<file path="config.mk">
export PLATFORM = sky130hd
export DESIGN_NAME = ap_ctrl_perf_monitor
export DESIGN_NICKNAME = d
export VERILOG_FILES = /design/src/rtl/ap_ctrl_perf_monitor.sv
export SDC_FILE = /design/constraint.sdc
export NUM_CORES = 1
export LEC_CHECK = 0
export BUFFER_PORTS_ARGS = -buffer_cell sky130_fd_sc_hd__buf_4
export CAP_MARGIN = 25
export CORE_MARGIN = 2
export CORE_UTILIZATION = 60
export CTS_BUF_LIST = sky130_fd_sc_hd__clkbuf_4 sky130_fd_sc_hd__clkbuf_8
export CTS_CLUSTER_SIZE = 14
export DETAILED_ROUTE_END_ITERATION = 8
export PLACE_DENSITY = 0.77
export SKIP_LAST_GASP = 1
export SYNTH_ARGS = -nofsm -noshare
export SYNTH_HDL_FRONTEND = slang
export SYNTH_SLANG_ARGS = --single-unit
</file>
<file path="constraint.sdc">
create_clock -name clk -period 2.55 [get_ports clk]
set_input_delay 0.1275 -clock clk [delete_from_list [all_inputs] [get_ports clk]]
set_output_delay 0.1275 -clock clk [all_outputs]
set_load 0.02 [all_outputs]
</file>
<file path="src/rtl/ap_ctrl_perf_monitor.sv">
// Per-channel ap_ctrl_hs monitor: transaction, busy and stall counters with a registered readout.
// Define AP_MON_LATENCY_EN to add start-timestamp FIFOs and min/max latency tracking.
module ap_ctrl_perf_monitor #(
  parameter  int unsigned NUM_CH    = 4,
  parameter  int unsigned CNT_W     = 32,
  parameter  int unsigned LAT_DEPTH = 4,
  localparam int unsigned CH_W      = (NUM_CH > 1) ? $clog2(NUM_CH) : 1
) (
  input  logic                clk,
  input  logic                rst_n,
  input  logic [NUM_CH-1:0]   ap_start,
  input  logic [NUM_CH-1:0]   ap_ready,
  input  logic [NUM_CH-1:0]   ap_done,
  input  logic [NUM_CH-1:0]   ap_continue,
  input  logic                finish,
  input  logic [CH_W-1:0]     rd_ch,
  input  logic [2:0]          rd_sel,
  output logic [CNT_W-1:0]    rd_data,
  output logic [2*NUM_CH-1:0] ch_state,
  output logic [NUM_CH-1:0]   overflow,
  output logic                frozen
);

  localparam int unsigned OUT_W = $clog2(LAT_DEPTH + 1);

  typedef enum logic [1:0] {
    S_IDLE  = 2'b00,
    S_BUSY  = 2'b01,
    S_STALL = 2'b10,
    S_BAD   = 2'b11
  } state_t;

  logic [NUM_CH-1:0] acc, cmp, ovf_set;
  assign acc = ap_start & ap_ready;
  assign cmp = ap_done & ap_continue;

  logic [CNT_W-1:0] cyc_q;
  state_t           st_q    [NUM_CH];
  state_t           st_nxt  [NUM_CH];
  logic [OUT_W-1:0] out_q   [NUM_CH];
  logic [OUT_W-1:0] out_nxt [NUM_CH];
  logic [CNT_W-1:0] txn_q   [NUM_CH];
  logic [CNT_W-1:0] txn_nxt [NUM_CH];
  logic [CNT_W-1:0] busy_q  [NUM_CH];
  logic [CNT_W-1:0] busy_nxt[NUM_CH];
  logic [CNT_W-1:0] stall_q [NUM_CH];
  logic [CNT_W-1:0] stall_nxt[NUM_CH];
  logic [CNT_W-1:0] rd_mux;

`ifdef AP_MON_LATENCY_EN
  localparam int unsigned PTR_W = $clog2(LAT_DEPTH);

  logic [CNT_W-1:0] ts_q   [NUM_CH][LAT_DEPTH];
  logic [PTR_W-1:0] wp_q   [NUM_CH];
  logic [PTR_W-1:0] rp_q   [NUM_CH];
  logic [OUT_W-1:0] fcnt_q [NUM_CH];
  logic [CNT_W-1:0] lmin_q [NUM_CH];
  logic [CNT_W-1:0] lmax_q [NUM_CH];
  logic [CNT_W-1:0] lat    [NUM_CH];
  logic [NUM_CH-1:0] pop_ok, push_ok;

  // A full FIFO still accepts a push when the same cycle pops its oldest entry.
  always_comb begin
    pop_ok  = '0;
    push_ok = '0;
    for (int unsigned i = 0; i < NUM_CH; i++) begin
      pop_ok[i]  = cmp[i] && (fcnt_q[i] != '0);
      push_ok[i] = acc[i] && ((fcnt_q[i] != OUT_W'(LAT_DEPTH)) || pop_ok[i]);
      lat[i]     = cyc_q - ts_q[i][rp_q[i]];
    end
  end

  always_ff @(posedge clk or negedge rst_n) begin
    if (!rst_n) begin
      for (int unsigned i = 0; i < NUM_CH; i++) begin
        wp_q[i]   <= '0;
        rp_q[i]   <= '0;
        fcnt_q[i] <= '0;
        lmin_q[i] <= '1;
        lmax_q[i] <= '0;
      end
    end else if (!frozen) begin
      for (int unsigned i = 0; i < NUM_CH; i++) begin
        if (push_ok[i]) wp_q[i] <= wp_q[i] + 1'b1;
        if (pop_ok[i]) begin
          rp_q[i] <= rp_q[i] + 1'b1;
          if (lat[i] < lmin_q[i]) lmin_q[i] <= lat[i];
          if (lat[i] > lmax_q[i]) lmax_q[i] <= lat[i];
        end
        if (push_ok[i] && !pop_ok[i])      fcnt_q[i] <= fcnt_q[i] + 1'b1;
        else if (pop_ok[i] && !push_ok[i]) fcnt_q[i] <= fcnt_q[i] - 1'b1;
      end
    end
  end

  always_ff @(posedge clk) begin
    if (!frozen) begin
      for (int unsigned i = 0; i < NUM_CH; i++) begin
        if (push_ok[i]) ts_q[i][wp_q[i]] <= cyc_q;
      end
    end
  end
`endif

  always_comb begin
    ovf_set = '0;
    for (int unsigned i = 0; i < NUM_CH; i++) begin
      out_nxt[i] = out_q[i];
      if (acc[i] && !cmp[i] && (out_q[i] != OUT_W'(LAT_DEPTH)))
        out_nxt[i] = out_q[i] + 1'b1;
      else if (cmp[i] && !acc[i] && (out_q[i] != '0))
        out_nxt[i] = out_q[i] - 1'b1;

      st_nxt[i] = st_q[i];
      case (st_q[i])
        S_IDLE:  if (acc[i]) st_nxt[i] = S_BUSY;
        S_BUSY: begin
          if (cmp[i] && !acc[i] && (out_nxt[i] == '0)) st_nxt[i] = S_IDLE;
          else if (ap_done[i] && !ap_continue[i])      st_nxt[i] = S_STALL;
        end
        S_STALL: if (cmp[i]) st_nxt[i] = (out_nxt[i] != '0) ? S_BUSY : S_IDLE;
        default: st_nxt[i] = S_IDLE;
      endcase

      txn_nxt[i]   = txn_q[i];
      busy_nxt[i]  = busy_q[i];
      stall_nxt[i] = stall_q[i];
      if (cmp[i]) begin
        if (&txn_q[i]) ovf_set[i] = 1'b1;
        else           txn_nxt[i] = txn_q[i] + 1'b1;
      end
      if (st_q[i] == S_BUSY) begin
        if (&busy_q[i]) ovf_set[i] = 1'b1;
        else            busy_nxt[i] = busy_q[i] + 1'b1;
      end
      if (st_q[i] == S_STALL) begin
        if (&stall_q[i]) ovf_set[i] = 1'b1;
        else             stall_nxt[i] = stall_q[i] + 1'b1;
      end
`ifdef AP_MON_LATENCY_EN
      if ((acc[i] && !push_ok[i]) || (cmp[i] && !pop_ok[i])) ovf_set[i] = 1'b1;
`else
      if (acc[i] && !cmp[i] && (out_q[i] == OUT_W'(LAT_DEPTH))) ovf_set[i] = 1'b1;
`endif
    end
  end

  always_comb begin
    rd_mux = '0;
    if (32'(rd_ch) < NUM_CH) begin
      case (rd_sel)
        3'd0:    rd_mux = txn_q[rd_ch];
        3'd1:    rd_mux = busy_q[rd_ch];
        3'd2:    rd_mux = stall_q[rd_ch];
`ifdef AP_MON_LATENCY_EN
        3'd3:    rd_mux = lmin_q[rd_ch];
        3'd4:    rd_mux = lmax_q[rd_ch];
`endif
        3'd5:    rd_mux = CNT_W'({out_q[rd_ch], st_q[rd_ch]});
        default: rd_mux = '0;
      endcase
    end
  end

  always_comb begin
    ch_state = '0;
    for (int unsigned i = 0; i < NUM_CH; i++) ch_state[2*i +: 2] = st_q[i];
  end

  // frozen gates updates from the edge after finish is seen; readout stays live.
  always_ff @(posedge clk or negedge rst_n) begin
    if (!rst_n) begin
      cyc_q    <= '0;
      frozen   <= 1'b0;
      overflow <= '0;
      rd_data  <= '0;
      for (int unsigned i = 0; i < NUM_CH; i++) begin
        st_q[i]    <= S_IDLE;
        out_q[i]   <= '0;
        txn_q[i]   <= '0;
        busy_q[i]  <= '0;
        stall_q[i] <= '0;
      end
    end else begin
      rd_data <= rd_mux;
      if (finish) frozen <= 1'b1;
      if (!frozen) begin
        cyc_q    <= cyc_q + 1'b1;
        overflow <= overflow | ovf_set;
        for (int unsigned i = 0; i < NUM_CH; i++) begin
          st_q[i]    <= st_nxt[i];
          out_q[i]   <= out_nxt[i];
          txn_q[i]   <= txn_nxt[i];
          busy_q[i]  <= busy_nxt[i];
          stall_q[i] <= stall_nxt[i];
        end
      end
    end
  end

endmodule

</file>
==> summary.txt, run 1 <==
Setup path
  • R2R Setup Slk: 120 ps
  • R2R depth: 8
  • Worst reg2reg startpoint: stall_q[96]
  • Kind of end point of the critical path: flip-flop
  • Reg2reg end: stall_q[120]
  • Critical Path RT: 3050 ps
  • CP arrival: 2930 ps
  • CP Class: flip-flop to flip-flop
  • Worst Setup Start Kind: flip-flop
  • Worst-path maximum fanout: 5

Clock tree
  • Clk slew on worst S/H paths: 70 ps
  • H-tree depth: 3
  • TritonCTS Buffers: 77
  • Post-CTS Setup Bufs: 0
  • Root buffer cell: clkbuf_8
  • Sink Count: 441
  • CTS tree: built
  • Clk_lat worst skew: 640 ps
  • Clk buf depth: 3

Floorplanning
  • Core Region: 38,830 um^2
  • Row count: 72
  • Die span in x: 202.6 um
  • Ports: 69
  • Die height: 202.6 um
  • Die area: 41,040 um^2
  • Starting density of the core: 0.6094

Synthesis
  • Mapped cell area: 23,660 um^2
  • Leading area contributor after synthesis: dfrtp_1
  • Synth top cells by count: 441 x dfrtp_1, 250 x xnor2_1, 202 x nor2_1
  • Yosys warning total: 0
  • Seq/Total Area, Yosys: 0.4664
  • Main synth FF type: dfrtp_1
  • Post-synth ARST share: 1.000
  • Post-synth EDFFs: 0
  • Synthesized netlist cell count: 2,203
  • Yosys reg bits: 441
  • Post-synth cell types: 70
  • Most common cell in the netlist: dfrtp_1
  • Post-synth top area share: 0.4664
  • Ranking of synthesized cells by area: dfrtp_1 47%, mux4_2 9.6%, xnor2_1 9.3%, xor2_1 4.3%, nand3_1 3.5%
  • Net count after synthesis: 2,251
  • Mapped Avg Cell Area: 10.74 um^2

Route
  • DRT Pass-1 Iters: 6
  • Initial DRC count: 1,806
  • ANT nets after route: 0
  • Mean routed wirelength per cell: 22.06 um
  • WL final: 65.27 mm
  • Drc violations: 0
  • Vias per cell: 6.346
  • Routed vias: 18,780

Global routing
  • Gr usage total: 0.3260
  • Grt total ovfl: 0
  • Pin count of the biggest net entering global routing: 105
  • Vias in the first global route: 18,460
  • First-pass GRT wire length: 103.4 mm
  • Initial antenna violation count: 2

Timing
  • Final setup viols: 0
  • Clock Skew: 36.93 ps
  • Worst-Margin Slew: 875.7 ps
  • RSZ-0062 raised after global routing: true
  • Fin crit period: 2430 ps
  • Final Slew Violations: 0
  • Final hold slack: 65.91 ps
  • Period utilisation layout: 0.9529
  • F_max: 411.5 MHz
  • Hold Vio Cnt, Final: 0
  • Slew headroom: 0.4162

Hold path
  • Hold Path Origin: ap_done[3]
  • WHS Endpoint: txn_q[0]
  • Hold depth: 4
  • HP Class: input pin to flip-flop

Outcome
  • Run status: completed

Power
  • Cell internal pwr: 11.26 mW
  • Sequential fraction of design power: 0.484
  • P_sw: 3.563 mW
  • Sw frac: 0.2403
  • Post-layout power: 14.82 mW
  • Clk network pwr share: 0.458
  • Comb pwr share: 0.058
  • Leak: 12.07 nW
  • IR drop worst, VDD: 0.2557 mV
  • Pwr Density: 546.0 nW/um^2

Cells and area
  • Layout cells sized above 1: 0.1725
  • Final nets: 2,431
  • Layout fillers: 2,764
  • Area grow syn2layout: 14.74%
  • Finished Core Util: 0.6992
  • Final Non-Filler Cells: 2,959

Placement
  • Cell Count Post-Placement: 2,802
  • Port-buffer cells: 68
  • DP Wirelength: 48.83 mm
  • RD Place Congestion: 0.9523

Job
  • Max cap viols: 0
-- sequential cells by signal (all words and copies together) (netlist names) --
register / flops
frozen: 1
stall_q: 128
txn_q: 128
ch_state: 8
busy_q: 128
rd_data: 32
out_q: 12
overflow: 4
-- kinds of logic (layout without fill, tap and decap cells) --
logic type	after synthesis	count (layout)	share of synthesized area
AOI/OAI and AO/OA	163	163	0.04262
other	0	1	0
muxes	151	151	0.1181
DFF	441	441	0.4664
and+or+nand+nor	941	941	0.2051
adders and majority gates	24	24	0.01269
xor gates and xnor gates	365	365	0.1351
buffers and inverters	118	355	0.02004
-- final cells by class --
cell class	instances	area [um^2]	share of cell area
Clock buffer	127	1554	0.05724
Timing Repair Buffer	166	1468	0.05406
Sequential cell	441	11040	0.4065
Antenna cell	1	2.502	0.00009217
Clock inverter	9	58.81	0.002166
Inverter	53	198.9	0.007328
Multi-Input combinational cell	1644	12180	0.4487
Tap cell	518	648.1	0.02387
-- worst max-delay path by stage --
stage	start	end	slack, ps
global placement	stall_q[96]	stall_q[120]	-70
finish	stall_q[96]	stall_q[120]	120
CTS	stall_q[96]	stall_q[120]	60
global route	stall_q[96]	stall_q[126]	10
floorplan	frozen	stall_q[59]	420
detailed placement	stall_q[96]	stall_q[120]	-170
-- per-layer routing --
layer	vias to the layer above	GRT usage	routed length, um
li1	8301	-	-
met1	9443	0.4501	26670
met2	856	0.4952	29560
met3	177	0.06324	5423
met4	0	0.1694	3613
met5	-	0	0
-- power groups by stage --
stage          combinational [mW]  clock (mW)  sequential [mW]
6_report                    0.861        6.79             7.17
3_5_place_dp                0.829           0             7.29
3_3_place_gp                0.808           0             7.29
2_1_floorplan               0.459           0             7.28
5_1_grt                     0.948        7.19             7.18
4_1_cts                     0.861        6.87             7.17
-- placed cells by master (no fill, tap or decap), types with 6 or more instances in the layout --
master	count
dlygate4sd3_1	19
xor2_1	115
buf_12	13
mux4_2	101
a21oi_1	66
ha_1	24
inv_1	53
a31oi_1	15
nor3_1	60
xnor2_1	250
buf_4	132
nor2_1	202
or3_1	10
dfrtp_1	440
clkbuf_8	96
nand2b_1	7
nor4_1	21
mux2i_1	35
nand3_1	166
and3_1	56
nor2b_1	6
nor3b_1	14
and2_1	24
and4_1	36
nand4_1	121
clkbuf_4	31
nand3b_1	8
o21ai_0	29
nand2_1	180
mux2_2	15
-- worst max-delay path, stage by stage (launching register included) --
cell	delay (ps)
dfrtp_1	410
ha_1	270
nand3_1	310
nor4b_4	410
nand2b_1	190
nor3_1	250
buf_4	200
nand4_1	120
xnor2_1	140
-- repair_timing --
item	in CTS	in global routing
gates resized for setup	1	3
endpoints found under the setup margin	8	12
hold buffers	20	0
endpoints found under the hold margin	424	0
-- stage by stage --
step | setup slack [ps] | setup TNS (ps) | cell area [um^2]
6_report | 120.1 | 0 | 27150
5_1_grt | 11.16 | 0 | 27150
4_1_cts | 60.84 | 0 | 27130
3_5_place_dp | -170.0 | -691.5 | 25300
3_3_place_gp | -73.37 | -221.3 | 25300
2_1_floorplan | 416.4 | 0 | 23660
(Power assumes the default switching activity.)
==> run 2, diff against run 1 <==
--- a/config.mk
+++ b/config.mk
@@ -9,7 +9,6 @@
 export CAP_MARGIN = 25
 export CORE_MARGIN = 2
 export CORE_UTILIZATION = 60
-export CTS_BUF_LIST = sky130_fd_sc_hd__clkbuf_4 sky130_fd_sc_hd__clkbuf_8
 export CTS_CLUSTER_SIZE = 14
 export DETAILED_ROUTE_END_ITERATION = 8
 export PLACE_DENSITY = 0.77
==> run 2 against run 1 <==
  * Die area stayed put
  * Register-to-register slack worse by 20 ps
  * Non-clock buffer count is 7 lower
  * Wire length is 0.89% higher
  * Final cell count is 1.8% lower
  * Fmax is 0.98% lower
  * Combinational power is 1% lower
  * Highest routed layer is now met5
  * First-iteration DRC count is 5.0% higher
  * Sequential power hardly changed
  * Total power is 4.3% higher
==> summary.txt, run 2 (synthesis results as in run 1) <==
Outcome
  • Run status: completed

Route
  • DRT Pass-1 Iters: 7
  • ANT nets after route: 0
  • WL final: 65.85 mm
  • Vias per cell: 6.444
  • Mean routed wirelength per cell: 22.67 um
  • Drc violations: 0
  • Initial DRC count: 1,897
  • Routed vias: 18,720

Cells and area
  • Layout fillers: 2,718
  • Layout cells sized above 1: 0.1514
  • Area grow syn2layout: 14.74%
  • Fin area: 27,150 um^2
  • Commonest non-fill, non-tap cell in the layout: dfrtp_1
  • Seq. cell area: 11,040 um^2
  • Commonest cells after routing, fill and taps aside: 440 x dfrtp_1, 250 x xnor2_1, 202 x nor2_1, 180 x nand2_1, 166 x nand3_1
  • Biggest regs: busy_q (128), stall_q (128), txn_q (128)
  • Final nets: 2,394
  • Multi-input gate area: 12,180 um^2

Placement
  • Placement-stage worst setup slack: -170.0 ps
  • DP Wirelength: 48.83 mm
  • RD Place Congestion: 0.9523
  • Area after DPL: 25,300 um^2
  • Port-buffer cells: 68

Hold path
  • HP Class: input pin to async pin

Setup path
  • Crit-path max cell delay: 520 ps
  • CP Class: flip-flop to flip-flop
  • CP arrival: 2920 ps
  • Kind of end point of the critical path: flip-flop
  • Worst path slowest cell: nor3b_1
  • Critical Path RT: 3010 ps
  • Worst Setup Start Kind: flip-flop
  • Worst-path maximum fanout: 6
  • Worst-path cell chain: buf_4, nor3b_1, nand3_1, nor3_1, and3_1, nand4_1, xnor2_1

Timing
  • Slew headroom: 0.4095
  • F_max: 407.5 MHz
  • RSZ-0062 raised after global routing: true
  • Setup WS post-layout: 95.96 ps
  • Hold Vio Cnt, Final: 0
  • Fin crit period: 2454 ps
  • Clock Skew: 23.15 ps
  • Worst-Margin Slew: 885.7 ps
  • Final Slew Violations: 0
  • Final setup viols: 0
  • Period utilisation layout: 0.9624

Floorplanning
  • Die height: 202.6 um
  • Ports: 69
  • Row count: 72
  • Die span in x: 202.6 um
  • Core Region: 38,830 um^2
  • Die area: 41,040 um^2
  • Starting density of the core: 0.6094

Global routing
  • First-pass GRT wire length: 104.3 mm
  • Gr usage total: 0.3288
  • Pin count of the biggest net entering global routing: 105
  • Grt total ovfl: 0
  • Initial antenna violation count: 6
  • Vias in the first global route: 18,620

Clock tree
  • Post-CTS Setup Bufs: 0
  • Sink Count: 441
  • Root buffer cell: clkbuf_16
  • TritonCTS Buffers: 47
  • Clk_lat worst skew: 600 ps
  • H-tree depth: 2
  • Clk buf depth: 3
  • CTS tree: built
  • Clk slew on worst S/H paths: 60 ps

Power
  • Leak: 12.00 nW
  • Pwr Density: 569.4 nW/um^2
  • Post-layout power: 15.46 mW
  • IR drop worst, VDD: 0.4482 mV

Job
  • Max cap viols: 0
-- run 2: cell types whose count changed in the layout (fill, tap and decap cells not counted) --
| cell | delta |
|---|---|
| buf_12 | -1 |
| bufinv_16 | +7 |
| clkbuf_1 | +10 |
| clkbuf_16 | +48 |
| clkbuf_4 | -31 |
| clkbuf_8 | -83 |
| clkinv_2 | +2 |
| clkinv_8 | +1 |
| clkinvlp_4 | -1 |
| diode_2 | +2 |
| dlygate4sd3_1 | -6 |
| inv_6 | -2 |
-- run 2: power breakdown --
part | leakage, nW | switching (mW) | internal (mW) | total [mW]
Combinational | 5.12 | 0.508 | 0.341 | 0.849
Sequential | 6.04 | 0.0999 | 7.07 | 7.17
Clock | 0.835 | 2.90 | 4.54 | 7.44
Total | 12.0 | 3.50 | 12.0 | 15.5
-- run 2: layer usage --
layer | track usage | up-vias | wire length, um
met3 | 0.06244 | 177 | 5527
met4 | 0.1715 | 4 | 3796
li1 | - | 8241 | -
met1 | 0.4454 | 9438 | 26500
met2 | 0.5100 | 860 | 30010
met5 | 0 | - | 23
-- run 2: worst max-delay path, delay by kind of cell (launching register included) --
kind / cells / cell delay, ps
flops: 1 / 430
buf+inv: 1 / 200
simple gates: 5 / 1530
xor+xnor: 1 / 160
-- run 2: timing repair --
item                                    in CTS  in global routing
hold buffers                                13                  0
gates cloned                                 0                  0
hold endpoints to repair                   416                  0
endpoints found under the setup margin       5                 11
gates resized for setup                      1                  3
pin swaps                                    0                  0
-- run 2: path summary, 6_finish.rpt --
kind                              from           end  slack, ps  depth (start not counted)
min                              rst_n      out_q[1]         30                          2
max in group asynchronous        rst_n   stall_q[59]       1510                          4
max reg2reg                ch_state[0]  stall_q[123]        100                          7
max                        ch_state[0]  stall_q[123]        100                          7
min reg2reg                 stall_q[9]    stall_q[9]        490                          1
min in group clk           ap_ready[2]   ch_state[4]         30                          4
-- run 2: cell type report --
cell class                 instances  area share
multi-input combinational       1644      0.4487
sequential                       441      0.4065
clock buffer                      71     0.05221
timing repair buffer             159     0.05111
tap                              518     0.02387
clock inverter                    16    0.009954
inverter                          53    0.007328
antenna                            3   0.0002765
-- run 2: metrics by stage --
step | hold slack, ps | TNS, ps | std cells | util
CTS | 18.02 | 0 | 2902 | 0.6985
global route | 59.89 | -0.09748 | 2903 | 0.6991
detailed placement | 46.92 | -691.5 | 2802 | 0.6515
floorplan | -168.1 | 0 | 2203 | -
global placement | 40.69 | -221.3 | 2802 | 0.6515
finish | 28.89 | 0 | 2905 | 0.6992
